<file path="src/rtl/hazard_pkg.sv">
// Shared types for the pipeline hazard controller.
// Forward-select encodings, FSM states and default widths.
package hazard_pkg;

  localparam int HZ_REG_ADDR_WIDTH = 5;

  typedef enum logic [1:0] {
    FWD_RF = 2'b00,
    FWD_W  = 2'b01,
    FWD_M  = 2'b10
  } fwd_sel_t;

  typedef enum logic {
    RUN      = 1'b0,
    MEM_WAIT = 1'b1
  } hz_state_t;

endpackage

</file>
<file path="src/rtl/fwd_sel.sv">
// M/W forwarding comparator for one execute-stage operand.
// M wins over W; x0 never forwards.
module fwd_sel
  import hazard_pkg::*;
#(
  parameter int REG_ADDR_WIDTH = HZ_REG_ADDR_WIDTH
) (
  input  logic [REG_ADDR_WIDTH-1:0] rs,
  input  logic [REG_ADDR_WIDTH-1:0] rdm,
  input  logic [REG_ADDR_WIDTH-1:0] rdw,
  input  logic                      regwritem,
  input  logic                      regwritew,
  output fwd_sel_t                  sel
);

  logic hitm;
  logic hitw;

  assign hitm = regwritem && (rdm != '0) && (rdm == rs);
  assign hitw = regwritew && (rdw != '0) && (rdw == rs) && !hitm;

  // pick the youngest producer that matches the operand
  always_comb begin
    sel = FWD_RF;
    unique case (1'b1)
      hitm:    sel = FWD_M;
      hitw:    sel = FWD_W;
      default: sel = FWD_RF;
    endcase
  end

endmodule

</file>
<file path="src/rtl/hazard_ctrl.sv">
// Central stall/flush/forward controller for the 5-stage pipe.
// Optional perf counters: define HAZARD_PERF_EN.
module hazard_ctrl
  import hazard_pkg::*;
#(
  parameter int REG_ADDR_WIDTH = HZ_REG_ADDR_WIDTH,
  parameter int MEM_TIMEOUT    = 64,
  parameter int PERF_WIDTH     = 32
) (
  input  logic                      clk,
  input  logic                      rst_n,
  input  logic [REG_ADDR_WIDTH-1:0] rs1d,
  input  logic [REG_ADDR_WIDTH-1:0] rs2d,
  input  logic [REG_ADDR_WIDTH-1:0] rs1e,
  input  logic [REG_ADDR_WIDTH-1:0] rs2e,
  input  logic [REG_ADDR_WIDTH-1:0] rde,
  input  logic [REG_ADDR_WIDTH-1:0] rdm,
  input  logic [REG_ADDR_WIDTH-1:0] rdw,
  input  logic                      loade,
  input  logic                      regwritem,
  input  logic                      regwritew,
  input  logic                      pcsrce,
  input  logic                      memreqm,
  input  logic                      memreadym,
  output logic                      stallf,
  output logic                      stalld,
  output logic                      stalle,
  output logic                      stallm,
  output logic                      flushd,
  output logic                      flushe,
  output logic                      flushw,
  output logic [1:0]                forwardae,
  output logic [1:0]                forwardbe,
  output logic                      memtimeout
`ifdef HAZARD_PERF_EN
  ,
  output logic [PERF_WIDTH-1:0]     stallcnt,
  output logic [PERF_WIDTH-1:0]     flushcnt
`endif
);

  localparam int CW = $clog2(MEM_TIMEOUT + 1);
  localparam logic [CW-1:0] TMAX = CW'(MEM_TIMEOUT);

  hz_state_t      state;
  hz_state_t      state_n;
  logic [CW-1:0]  cnt;
  logic [CW-1:0]  cnt_n;
  logic           to_n;
  fwd_sel_t       fa;
  fwd_sel_t       fb;
  logic           luse;
  logic           memstall;
  logic           br;
  logic           lu;

  fwd_sel #(.REG_ADDR_WIDTH(REG_ADDR_WIDTH)) u_fwd_a (
    .rs        (rs1e),
    .rdm       (rdm),
    .rdw       (rdw),
    .regwritem (regwritem),
    .regwritew (regwritew),
    .sel       (fa)
  );

  fwd_sel #(.REG_ADDR_WIDTH(REG_ADDR_WIDTH)) u_fwd_b (
    .rs        (rs2e),
    .rdm       (rdm),
    .rdw       (rdw),
    .regwritem (regwritem),
    .regwritew (regwritew),
    .sel       (fb)
  );

  assign forwardae = rst_n ? fa : FWD_RF;
  assign forwardbe = rst_n ? fb : FWD_RF;

  // branch beats load-use: the D instruction is wrong-path
  assign luse     = loade && (rde != '0) &&
                    ((rde == rs1d) || (rde == rs2d));
  assign memstall = memreqm && !memreadym;
  assign br       = pcsrce && !memstall;
  assign lu       = luse && !pcsrce && !memstall;

  // next state, wait counter and stall/flush decode
  always_comb begin
    stallf  = 1'b0;
    stalld  = 1'b0;
    stalle  = 1'b0;
    stallm  = 1'b0;
    flushd  = 1'b0;
    flushe  = 1'b0;
    flushw  = 1'b0;
    state_n = state;
    cnt_n   = cnt;
    to_n    = memtimeout;
    if (!rst_n) begin
      flushd  = 1'b1;
      flushe  = 1'b1;
      flushw  = 1'b1;
      state_n = RUN;
      cnt_n   = '0;
      to_n    = 1'b0;
    end else begin
      unique case (state)
        RUN: begin
          unique case (1'b1)
            memstall: begin
              stallf  = 1'b1;
              stalld  = 1'b1;
              stalle  = 1'b1;
              stallm  = 1'b1;
              flushw  = 1'b1;
              state_n = MEM_WAIT;
              cnt_n   = CW'(1);
            end
            br: begin
              flushd = 1'b1;
              flushe = 1'b1;
            end
            lu: begin
              stallf = 1'b1;
              stalld = 1'b1;
              flushe = 1'b1;
            end
            default: ;
          endcase
        end
        MEM_WAIT: begin
          if (memreadym) begin
            state_n = RUN;
            cnt_n   = '0;
          end else begin
            stallf = 1'b1;
            stalld = 1'b1;
            stalle = 1'b1;
            stallm = 1'b1;
            flushw = 1'b1;
            cnt_n  = (cnt == TMAX) ? TMAX : cnt + 1'b1;
          end
        end
        default: state_n = RUN;
      endcase
      if ((state_n == MEM_WAIT) && (cnt_n == TMAX)) begin
        to_n = 1'b1;
      end
    end
  end

  // state, counter and sticky timeout flag
  always_ff @(posedge clk) begin
    if (!rst_n) begin
      state      <= RUN;
      cnt        <= '0;
      memtimeout <= 1'b0;
    end else begin
      state      <= state_n;
      cnt        <= cnt_n;
      memtimeout <= to_n;
    end
  end

`ifdef HAZARD_PERF_EN
  // saturating stall and flush event counters
  always_ff @(posedge clk) begin
    if (!rst_n) begin
      stallcnt <= '0;
      flushcnt <= '0;
    end else begin
      if (stallf && !(&stallcnt)) begin
        stallcnt <= stallcnt + 1'b1;
      end
      if (flushe && !(&flushcnt)) begin
        flushcnt <= flushcnt + 1'b1;
      end
    end
  end
`endif

endmodule
</file>
<file path="config.mk">
export PLATFORM = sky130hd
export DESIGN_NAME = hazard_ctrl
export DESIGN_NICKNAME = d
export VERILOG_FILES = /design/src/rtl/hazard_pkg.sv /design/src/rtl/fwd_sel.sv /design/src/rtl/hazard_ctrl.sv
export SDC_FILE = /design/constraint.sdc
export NUM_CORES = 1
export LEC_CHECK = 0
export CAP_MARGIN = 20
export CORE_ASPECT_RATIO = 0.7
export CORE_MARGIN = 2
export CORE_UTILIZATION = 39
export DETAILED_ROUTE_END_ITERATION = 16
export PLACE_DENSITY = 0.78
export SLEW_MARGIN = 5
export SYNTH_ARGS = -nofsm -noshare
export SYNTH_HDL_FRONTEND = slang
export SYNTH_HIERARCHICAL = 1
export SYNTH_SLANG_ARGS = --single-unit
</file>
<file path="constraint.sdc">
create_clock -name clk -period 1.8 [get_ports clk]
set_clock_uncertainty 0.1 [all_clocks]
set_input_delay 0.18 -clock clk [delete_from_list [all_inputs] [get_ports clk]]
set_output_delay 0.18 -clock clk [all_outputs]
set_load 0.005 [all_outputs]
</file>
==> results.yml, run 1 <==
synthesis:
  synth_top_area_share: 0.1737
  yosys.area.top_type: "dfxtp_1"
  avgSynthCellArea_um2: 7.858
  synth-seq-cells: 9
  synthTopCellsByArea: "dfxtp_1, xnor2_1, xor2_1"
  mappedNetlistArea_um2: 1037
  yosysUniqueCellTypes: 40
  async_reset_ff_frac: 0
  synthFlopType: "dfxtp_1"
  synth_edf_count: 0
  synth_nets: 177
  yosysSeqAreaShare: 0.1737
  yosysWarnings: 6
  synthCells: 132
die:
  core_area_um2: 2496
  die_h_um: 47.15
  start_util: 0.4155
  die_area_um2: 3095
  io_pins: 55
  die_width_um: 65.64
  rows: 15
power:
  power.density_nw_per_um2: 394.3
  ir_drop_mv: 0.2752
  p_leak_nw: 0.8639
cts:
  insertion_delay_ns: 0.23
  cts-hold-fix-buffers: 0
  cts_tree: "yes"
  clock_path_buffers: 2
  clk_pin_slew_ns: 0.04
  cts-root-buf: "clkbuf_8"
  cts_made_buffers: 3
  cts.sinks: 9
  htree_levels: 1
setup_path:
  worst_r2r_path_depth: 5
  startpoint_type: "input pin"
  arrival_ns: 1.52
  end_kind: "primary output"
  cp_max_fo: 3
  critical_path_required_ns: 1.52
  rr_startpoint: "cnt[4]"
  regToRegSetupSlack_ns: 0.05
  reg2reg_to: "memtimeout"
  path_class: "in -> out"
timing:
  relSlewSlack: 0.7656
  postLayoutSetupSlackWorst_ns: 0.003862
  post-route-period-util: 0.9979
  max_freq_mhz: 556.8
  setup_viol_count_final: 0
  rsz0062_at_grt: "true"
  min_period_ns: 1.796
  finalHoldViolCount: 0
  worstMarginPinSlew_ns: 0.3510
  finalMaxSlewViolations: 0
global_route:
  busiest_layer: "met2"
  use_met2: 0.4485
  grt_pass1_vias: 1278
  gr-usage-met1: 0.3113
  grt_max_degree: 9
  grt.overflow.total: 0
  grtUsageMet3: 0.05036
  antenna_found_initial: 0
  grt_pass1_wl_mm: 5.796
  groute.usage.overall: 0.2514
detailed_routing:
  drt-vias-per-instance: 5.464
  drt-initial-drc-count: 124
  vias: 1355
  drc: 0
  totalWireLength_mm: 3.893
  ant_nets: 0
  post_drt_wl_per_cell_um: 15.70
  firstDrtPassIters: 4
hold_path:
  whs_path_depth: 1
  holdCritPathClass: "reg -> reg"
  min_to: "memtimeout"
  min_from: "memtimeout"
cells_and_area:
  area_growth_pct: 82.51
  multiInputGateArea_um2: 923.4
  drive_above_1_share: 0.3738
  fillers: 180
  final_cell_mix: "buf_4, dlygate4sd2_1, xnor2_1, nor2_1"
  finalNetCount: 260
  n_antenna_cell: 0
  fin_area_um2: 1893
  ff_latch_area_um2: 187.7
  mostFrequentLayoutCell: "buf_4"
run:
  cap_violations: 0
run_status:
  status: "finished clean"
placed_design:
  gp_congestion: 0.8347
  dpl.hpwl_mm: 3.164
  place_area_um2: 1789
  io_buffers: 54
  post-place-ws_ns: -0.7568
[worst max path at each step]
stage | end | slack, ns | from | depth (start not counted)
floorplan | memtimeout | 0.12 | cnt[0] | 6
global placement | flushe | -0.67 | rde[0] | 7
detailed placement | flushe | -0.76 | rde[0] | 7
CTS | flushe | -0.11 | rs2d[0] | 7
global route | forwardbe[0] | -0.04 | rdm[3] | 7
finish | flushe | 0.004 | rde[0] | 7
[area by class of cell]
cell class | instances | share of cell area
repair buffers | 81 | 0.3582
flip-flops and latches | 9 | 0.09914
clock buffers | 4 | 0.02379
multi-input cells | 116 | 0.4878
inverters | 4 | 0.008592
well taps | 34 | 0.02247
[cell usage after synthesis, types with 2 or more instances]
cell	count
a211oi_2	2
a21oi_1	6
and2_1	4
and3_1	2
buf_4	2
dfxtp_1	9
ha_1	2
inv_1	3
nand2_1	7
nand3_1	10
nand3b_1	2
nand4_1	2
nor2_1	15
nor2b_1	2
nor3_1	6
nor3_2	2
nor4_1	3
o21ai_0	4
o22ai_1	2
o41ai_2	2
xnor2_1	16
xor2_1	11
[routing by layer]
layer	routed length [µm]	vias up
li1	-	644
met4	65	0
met3	247	10
met1	1614	629
met5	0	-
met2	1966	72
[per-stage QoR]
| stage | util | hold slack [ns] | instances | total power, W | setup TNS (ns) |
|---|---|---|---|---|---|
| 6_report | 0.7584 | 0.3836 | 248 | 0.0007464 | 0 |
| 5_1_grt | 0.7584 | 0.4241 | 248 | 0.0007805 | -0.07584 |
| 4_1_cts | 0.7283 | 0.3846 | 248 | 0.0007329 | -0.1623 |
| 3_5_place_dp | 0.7168 | 0.3742 | 242 | 0.0005118 | -4.541 |
| 3_3_place_gp | 0.7168 | 0.3638 | 242 | 0.0005012 | -4.131 |
| 2_1_floorplan | - | 0.2729 | 132 | 0.0003183 | 0 |
[cells by family (layout without fill, tap and decap cells)]
family / after synthesis / count (layout) / share of synthesized area
fa+ha+maj: 2 / 2 / 0.02412
simple gates: 61 / 61 / 0.3185
xor+xnor: 27 / 27 / 0.2280
compound gates: 26 / 26 / 0.2232
buf+inv: 7 / 89 / 0.03256
flops: 9 / 9 / 0.1737
[registers in the layout, indices dropped and copies added, names as in the netlist]
| signal | count |
|---|---|
| state | 1 |
| cnt | 7 |
| memtimeout | 1 |
[worst max-delay path, cell delays in order]
cell and delay, ns:
dlygate4sd2_1 0.28, xnor2_1 0.20, nand3_1 0.12, nor3_2 0.22, o21ai_2 0.10, o311ai_2 0.25
buf_2 0.17
[power breakdown]
| part | total (W) | switching (W) | internal (W) | leakage (nW) |
|---|---|---|---|---|
| registers | 0.000210 | 0.00000673 | 0.000203 | 0.0749 |
| clock network | 0.000236 | 0.0000820 | 0.000154 | 0.0228 |
| logic | 0.000300 | 0.000136 | 0.000164 | 0.766 |
| total | 0.000746 | 0.000225 | 0.000521 | 0.864 |
[repair_timing]
| item | in CTS | in global routing |
|---|---|---|
| pin swaps | 26 | 27 |
| resized for setup | 59 | 46 |
| setup buffers | 3 | 0 |
| setup endpoints to repair | 12 | 10 |
Power figures use the tool's default switching activity.
==> run 2, diff against run 1 <==
Settings changed: CAP_MARGIN 20 to default.
==> results of run 2 <==
No change in the layout: final DEF, timing and power equal those of run 1.
==> run 3, diff against run 2 <==
Settings changed: CAP_MARGIN from default to 20.
==> results of run 3 <==
No change in the layout: final DEF, timing and power equal those of run 1.
==> RTL edit, RTL diff (flow settings as in run 3) <==
Set the parameter `MEM_TIMEOUT` to 128 (it was 64).
--- a/src/rtl/hazard_ctrl.sv
+++ b/src/rtl/hazard_ctrl.sv
@@ -5,5 +5,5 @@
 #(
   parameter int REG_ADDR_WIDTH = HZ_REG_ADDR_WIDTH,
-  parameter int MEM_TIMEOUT    = 64,
+  parameter int MEM_TIMEOUT    = 128,
   parameter int PERF_WIDTH     = 32
 ) (
Function: same outputs for any inputs over 10 cycles, from zero or initial values and one cycle with rst_n low; that may be too few to reach the edited logic, so the function may still have changed.
==> RTL edit against run 3 <==
  * Sequential cell count up 1
  * Area after synthesis up 7.0%
  * Cell area up 8.5%
  * Die area up 6.5%
  * First-iteration DRC count down 32%
  * Count of clock-buffer cells in the layout unchanged
  * Power up 13%
  * Maximum frequency up 2.3%
  * Routed wire length up 9.2%
  * Clock power up 24%
  * Global-route usage up 1.1 points
  * Setup slack better by 0.041 ns
  * Sequential share of layout area up 0.26 points
  * Critical path type unchanged
  * Largest cell class unchanged
  * Highest routed layer unchanged
==> RTL edit: results (changes against run 3) <==
[sta]
slew_headroom_pct=72.5  ; was 76.6%
fin_hold_ws_ns=0.319  ; was 0.384 ns

[placed_design]
placed_cells=261  ; was 242
hpwl_microns=3190  ; was 3160 microns
place_area_sq_mm=0.00189  ; was 0.00179 sq mm
port_buffers=54  ; unchanged
gp_congestion=0.918  ; was 0.835

[clock_tree]
clk_pin_slew_ns=0.05
clock_latency_ns=0.24
cts_buffers=3  ; unchanged
cts-root-buf=clkbuf_8  ; unchanged
htree_levels=1  ; unchanged
clock_tree.buffer_depth=2  ; unchanged

[critical_path]
reg2reg_setup_slack_ns=0.06
crit_path_max_fanout=4  ; was 3
r2r-end=memtimeout$_SDFFE_PN0P_  ; unchanged
worst-r2r-cell-count=5  ; unchanged
critPathArrivalTime_ns=1.48  ; was 1.52 ns
timing.rr.start=cnt[6]$_SDFF_PN0_  ; was cnt[4]$_SDFF_PN0_

[power_and_ir_drop]
power.leakage_nw=0.881  ; was 0.864 nW
ir_drop_v=0.000364  ; was 0.000275 V

[synthesis]
ys.flop_type=dfxtp_1  ; unchanged
synth_nets=192  ; was 177
synth_cell_types=44  ; was 40
synthTopCellsByArea=dfxtp_1, xnor2_1, nand2_1  ; was dfxtp_1, xnor2_1, xor2_1
yosysWarnings=6  ; unchanged
postSynth.asyncResetShare_pct=0  ; unchanged
yosysSeqAreaShare_pct=18.0  ; was 17.4%
syn_inst=147  ; was 132
synth_common_cells=xnor2_1, nand2_1, nor2_1  ; was xnor2_1, nor2_1, xor2_1

[final_layout]
drive_gt1_share_pct=42.7  ; was 37.4%
final_cells=268  ; was 248
reg_top3=cnt (8), memtimeout (1), state (1)  ; was cnt (7), memtimeout (1), state (1)
nFillCells=185  ; was 180
fin_nets=278  ; was 260
diodes=0  ; unchanged

[global_route]
grt_usage_pct=26.3  ; was 25.1%
grt_pass1_wl_microns=6660  ; was 5800 microns
grt_pass1_vias=1448  ; was 1278
grt_max_degree=10  ; was 9
antenna_found_initial=0  ; unchanged

[worst_hold_path]
whs_endpoint=state$_SDFF_PN0_  ; was memtimeout$_SDFFE_PN0P_
worstHoldPathType=input port to register  ; was register to register
hp-start=memreqm  ; was memtimeout$_SDFFE_PN0P_
hold_depth=4  ; was 1

[detailed_routing]
route.met2.wl_microns=2140  ; was 1970 microns
m1WireLength_microns=1710  ; was 1610 microns
drtIter0Drc=84  ; was 124
wl_per_cell_microns=15.9  ; was 15.7 microns
viasPerCell=5.61  ; was 5.46
drt_pass1_iterations=4  ; unchanged
top_layer=met4  ; unchanged
wl_met3_microns=332  ; was 247 microns

[status]
status=finished clean  ; unchanged

## RTL edit: kinds of logic (layout without fill, tap and decap cells)
| logic type | after synthesis | after routing | synth area share (%) |
|---|---|---|---|
| AO/OA/AOI/OAI | 36 | 36 | 25.8 |
| buffers and inverters | 11 | 96 | 4.51 |
| AND/OR/NAND/NOR | 62 | 62 | 28.9 |
| adder cells (fa/ha/maj) | 2 | 2 | 2.25 |
| flip-flops | 10 | 10 | 18.0 |
| XOR/XNOR | 26 | 26 | 20.5 |
## RTL edit: worst max-delay path by stage
stage                     cells past startpoint                 endpoint  slack (ns)               from
after detailed placement                      6             forwardae[0]       -0.60             rdm[2]
after CTS                                     7             forwardae[0]       0.002            rs1e[1]
after floorplan                               5  memtimeout$_SDFFE_PN0P_        0.05  cnt[4]$_SDFF_PN0_
final                                         4                   stallm        0.04              rst_n
after global placement                        5                   stallf       -0.54             rde[1]
after global routing                          7             forwardbe[0]       -0.03            rs2e[3]
## RTL edit: worst max-delay path, cell delays in order
cell	delay, ns
clkdlybuf4s50_1	0.55
inv_1	0.12
nor2_2	0.11
clkdlybuf4s50_1	0.51
## RTL edit: metrics by stage
| stage | setup slack, ns | utilization, % |
|---|---|---|
| after floorplan | 0.0547 | - |
| after global placement | -0.537 | 68.8 |
| after detailed placement | -0.596 | 68.8 |
| after CTS | 0.00203 | 73.0 |
| after global routing | -0.0331 | 74.9 |
| final | 0.0448 | 74.9 |
## RTL edit: timing repair
action	4_1_cts	5_1_grt
setup endpoints to repair	13	16
gates resized for setup	94	54
pin swaps	35	33
buffers inserted	3	1
## RTL edit: area by class of cell
type / instances / area (sq um) / share of cell area (%)
multi-input combinational: 126 / 1040 / 50.5
timing repair buffer: 86 / 686 / 33.4
sequential: 10 / 209 / 10.2
clock buffer: 4 / 55.1 / 2.68
tap: 36 / 45.0 / 2.19
inverter: 6 / 22.5 / 1.10
## RTL edit: layer usage
metal	up-vias	global-route usage, %
met3	12	6.98
met2	89	44.4
met4	0	2.38
met1	705	34.4
li1	698	-
met5	-	0
## RTL edit: report_power, final
part | total (mW) | switching [mW] | internal (mW)
clock network | 0.292 | 0.0991 | 0.193
logic | 0.323 | 0.146 | 0.178
registers | 0.230 | 0.00573 | 0.225
